File: src/rtl/param_register_file_sb.sv
// Parametrised two-read/one-write register file with known reset pattern, optional
// hardwired zero register, optional write-to-read bypass and a per-register pending scoreboard.
module param_register_file_sb #(
  parameter int data_width   = 32,
  parameter int select_width = 5,
  parameter int init_step    = 10,
  parameter int zero_reg     = 1,
  parameter int bypass       = 1
) (
  input  logic                    clk,
  input  logic                    rst_n,
  input  logic [data_width-1:0]   write_data,
  input  logic [select_width-1:0] write_address,
  input  logic                    RegWrite,
  input  logic [select_width-1:0] read_sel_1,
  input  logic [select_width-1:0] read_sel_2,
  output logic [data_width-1:0]   read_data_1,
  output logic [data_width-1:0]   read_data_2,
  input  logic                    busy_set,
  input  logic [select_width-1:0] busy_address,
  output logic                    read_busy_1,
  output logic                    read_busy_2,
  output logic                    pending_any
);

  localparam int depth = 2**select_width;

  logic [data_width-1:0] reg_value [depth];
  logic [depth-1:0]      pending_bits;
  logic                  write_ok;
  logic                  busy_ok;

  // Writes are gated by rst_n so the bypass path cannot mask init values during reset.
  assign write_ok = RegWrite && rst_n && !((zero_reg != 0) && (write_address == '0));
  assign busy_ok  = busy_set && !((zero_reg != 0) && (busy_address == '0));

  generate
    for (genvar gi = 0; gi < depth; gi++) begin : g_reg
      localparam logic [select_width-1:0] addr     = select_width'(gi);
      localparam logic [data_width-1:0]   init_val = data_width'(init_step * gi);

      logic [data_width-1:0] value_reg;
      logic                  pending_reg;

      always_ff @(posedge clk or negedge rst_n) begin
        if (!rst_n) begin
          value_reg   <= init_val;
          pending_reg <= 1'b0;
        end else begin
          if (write_ok && (write_address == addr)) value_reg <= write_data;
          // A new producer claiming the register supersedes the completing one.
          if (busy_ok && (busy_address == addr))
            pending_reg <= 1'b1;
          else if (write_ok && (write_address == addr))
            pending_reg <= 1'b0;
        end
      end

      assign reg_value[gi]    = value_reg;
      assign pending_bits[gi] = pending_reg;
    end
  endgenerate

  always_comb begin
    read_data_1 = reg_value[read_sel_1];
    read_busy_1 = pending_bits[read_sel_1];
    read_data_2 = reg_value[read_sel_2];
    read_busy_2 = pending_bits[read_sel_2];

    if ((bypass != 0) && write_ok && (write_address == read_sel_1)) begin
      read_data_1 = write_data;
      read_busy_1 = 1'b0;
    end
    if ((bypass != 0) && write_ok && (write_address == read_sel_2)) begin
      read_data_2 = write_data;
      read_busy_2 = 1'b0;
    end

    if ((zero_reg != 0) && (read_sel_1 == '0)) begin
      read_data_1 = '0;
      read_busy_1 = 1'b0;
    end
    if ((zero_reg != 0) && (read_sel_2 == '0)) begin
      read_data_2 = '0;
      read_busy_2 = 1'b0;
    end
  end

  assign pending_any = |pending_bits;

endmodule

File: config.mk
export PLATFORM = sky130hd
export DESIGN_NAME = param_register_file_sb
export DESIGN_NICKNAME = d
export VERILOG_FILES = /design/src/rtl/param_register_file_sb.sv
export SDC_FILE = /design/constraint.sdc
export NUM_CORES = 2
export LEC_CHECK = 0
export ABC_AREA = 1
export CELL_PAD_IN_SITES_DETAIL_PLACEMENT = 1
export CELL_PAD_IN_SITES_GLOBAL_PLACEMENT = 2
export CORE_MARGIN = 2
export CORE_UTILIZATION = 35
export DETAILED_ROUTE_END_ITERATION = 8
export MAX_ROUTING_LAYER = met4
export PLACE_DENSITY_LB_ADDON = 0.1
export SLEW_MARGIN = 15
export SYNTH_ARGS = -nofsm -noshare
export SYNTH_HDL_FRONTEND = slang
export SYNTH_SLANG_ARGS = --single-unit
File: constraint.sdc
create_clock -name clk -period 3 [get_ports clk]
set_input_delay 0.45 -clock clk [delete_from_list [all_inputs] [get_ports clk]]
set_output_delay 0.45 -clock clk [all_outputs]
set_load 0.01 [all_outputs]
==> out/qor.yml <==
outcome:
  status: "complete, no violations"
global_routing:
  grt_usage_pct: 35.7
  grt_util_met3_pct: 3.84
  grt_remaining_overflow: 0
  antenna_found_initial: 12
  grt_pass1_wl_um: 447000
  use_met2_pct: 56.8
  grt-busiest-layer: "met2"
  grt_max_degree: 141
  gr-usage-met1_pct: 44.9
  grt_pass1_vias: 63500
power_and_ir_drop:
  p_comb_share_pct: 21.4
  power.switching_uw: 14400
  power.internal_uw: 29900
  swShare_pct: 32.4
  p_total_uw: 44300
  p_clk_share_pct: 38.1
  vdd_drop_max_mv: 0.453
  p_per_area_nw_per_um2: 598
  leakage_uw: 0.0339
  seq_power_share_pct: 40.5
timing:
  hold_viol: 0
  fmax_ghz: 0.342
  slew-limit-headroom_pct: 34.7
  fin_tns_setup_ns: 0
  setup_viol: 0
  skew_ns: 0
  finalCritPeriodShare_pct: 97.5
  tightestPinTransition_ns: 0.979
  period_needed_ns: 2.93
  drv_slew: 0
  hold_ws_ns: 0.397
clock_network:
  clock-sinks: 1056
  cts_buffer_depth: 3
  htree_levels: 4
  cts_tree: "yes"
  path_clk_slew_ns: 0.05
  clock_latency_ns: 0.79
  cts-root-buf: "clkbuf_16"
  cts_buffers: 139
cells_and_area:
  fin_area_um2: 74200
  seq_area_um2: 26600
  final_util_pct: 43.1
  largest_reg_flops: 1024
  num-nets-final: 8936
  multi_input_area_um2: 28400
  layout-area-overhead-vs-synth_pct: 22.3
  fill_cells: 21400
  drive_gt1_share_pct: 13.4
floorplanning:
  core-area_um2: 172000
  io-pin-count: 123
  start_util_pct: 35.3
  die-area_um2: 177000
  fp.dieW_um: 420
  fp.dieH_um: 420
  rows: 152
route:
  vias: 63300
  route.detailed.drc: 0
  drt-wirelength-per-cell_um: 27.2
  wirelength_um: 307000
  drtIter0Drc: 5409
  drtPass1Iterations: 5
  viasPerCell: 5.59
  postRouteAntennaNets: 0
yosys:
  ys_seq_area_share_pct: 43.8
  ys_types: 37
  synth-seq-cells: 1056
  syn_inst: 8741
  synth_top_area_share_pct: 39.0
  avgSynthCellArea_um2: 6.94
  syn_area_um2: 60700
  synth_top_cell_by_area: "dfrtp_1"
  syn_nets: 8797
  yosys-top-cells-area: "dfrtp_1 39%, nand2_1 16%, o21ai_0 11%"
  ys_warn_count: 0
critical_path:
  critPathLaunchType: "primary input"
  critPathMaxFanout: 7
  crit_arrival_ns: 2.48
  critPathKind: "in -> out"
  critPathRequiredTime_ns: 2.55
  cp-end-kind: "primary output"
placed_design:
  dpl_cell_area_um2: 68900
  finalWeightedCongestion: 0.904
  port_buffers: 122
  dpl.hpwl_um: 204000
hold_path:
  hold_path.class: "reg -> reg"
run:
  maxCapViolCount: 0
final cells by class:
type,count,area share [%]
Timing Repair Buffer,769,11.7
Clock inverter,30,0.288
Multi-Input combinational cell,6114,38.3
Antenna cell,9,0.0304
Sequential cell,1056,35.8
Clock buffer,228,5.80
Tap cell,2310,3.90
Inverter,800,4.10
path summary, 6_finish.rpt:
kind / start / endpoint / slack, ns / cells past startpoint
max: write_address[2] / read_busy_1 / 0.07 / 12
min reg2reg: g_reg[0].value_reg[24]$_DFFE_PN0P_ / g_reg[0].value_reg[24]$_DFFE_PN0P_ / 0.40 / 0
max in group asynchronous: rst_n / g_reg[11].value_reg[30]$_DFFE_PN0P_ / 1.01 / 5
max reg2reg: g_reg[6].value_reg[2]$_DFFE_PN1P_ / g_reg[6].value_reg[2]$_DFFE_PN1P_ / 2.14 / 2
min in group asynchronous: rst_n / g_reg[28].value_reg[20]$_DFFE_PN0P_ / 0.42 / 3
min: g_reg[0].value_reg[24]$_DFFE_PN0P_ / g_reg[0].value_reg[24]$_DFFE_PN0P_ / 0.40 / 0
power by group through the flow:
stage / combinational, µW / clock, µW / sequential, µW
after floorplan: 5530 / 0 / 17800
after global placement: 9070 / 0 / 18100
after detailed placement: 9320 / 0 / 18200
after CTS: 9420 / 17200 / 17900
after global routing: 10600 / 17700 / 18200
final: 9480 / 16900 / 18000
layout by cell type (no fill, tap or decap), types with 16 or more instances in the layout:
cell / count
dfstp_2: 111
o21bai_1: 23
inv_1: 767
or2_2: 48
nor2_1: 326
nand3_1: 917
nand3_2: 17
o21ai_1: 112
clkbuf_1: 48
nor2_2: 16
clkbuf_16: 147
inv_2: 21
a21oi_1: 396
clkinv_2: 23
clkdlybuf4s50_1: 39
buf_4: 431
dlygate4sd2_1: 54
clkbuf_8: 35
dfrtp_1: 945
nand2_1: 2569
o21ai_0: 1283
nand2_2: 40
buf_12: 200
nor2_4: 32
o211ai_1: 280
per-stage QoR:
stage / instances / setup WS (ns)
2_1_floorplan: 8741 / 0.722
3_3_place_gp: 11000 / -0.552
3_5_place_dp: 11000 / -0.554
4_1_cts: 11300 / -0.00899
5_1_grt: 11300 / -0.0107
6_report: 11300 / 0.0746
cells by family after synthesis:
kind of cell    share of synthesized area [%]
simple gates                             27.1
compound gates                           18.7
xor+xnor                               0.0578
flops                                    43.8
buf+inv                                  10.3
critical path: stages:
cell and delay (ns):
dlygate4sd2_1 0.29, nor2_2 0.16, nand2_2 0.10, o21ai_4 0.23, inv_4 0.10, a21oi_4 0.19
buf_12 0.18, buf_4 0.18, nand2_1 0.06, nor2_1 0.11, buf_4 0.15, dlygate4sd2_1 0.27
timing repair:
item	4_1_cts	5_1_grt
cloned	3	1
setup buffers	17	10
hold buffers	1	0
endpoints found under the hold margin	47	0
endpoints found under the setup margin	67	25
gates resized for setup	188	50
pin swaps	44	20
metal layers:
metal	up-vias	routed length, µm
li1	28600	-
met1	32200	132000
met2	1939	143000
met3	566	14700
met4	0	17900
met5	-	0
Yosys cell counts:
cell type	instances
o21ai_0	1290
inv_4	2
buf_1	86
o211ai_1	280
buf_12	1
clkbuf_2	4
nor3_2	1
a31oi_1	1
nand4_1	11
o22ai_1	1
nor4_1	4
xor2_1	2
dfrtp_1	945
nor2_4	7
nor4_2	1
nand3_1	936
a21boi_0	1
buf_4	5
nand2_1	2621
a21oi_1	403
o32ai_1	3
dfstp_2	111
xnor2_1	2
o21bai_1	24
clkinv_1	1
o21ai_1	105
buf_2	234
nand2_8	1
o21ai_2	1
nor3_1	4
inv_1	776
inv_2	21
clkbuf_1	438
nor2_1	356
nor2_2	11
buf_6	3
or2_2	48
Power figures use the tool's default switching activity.
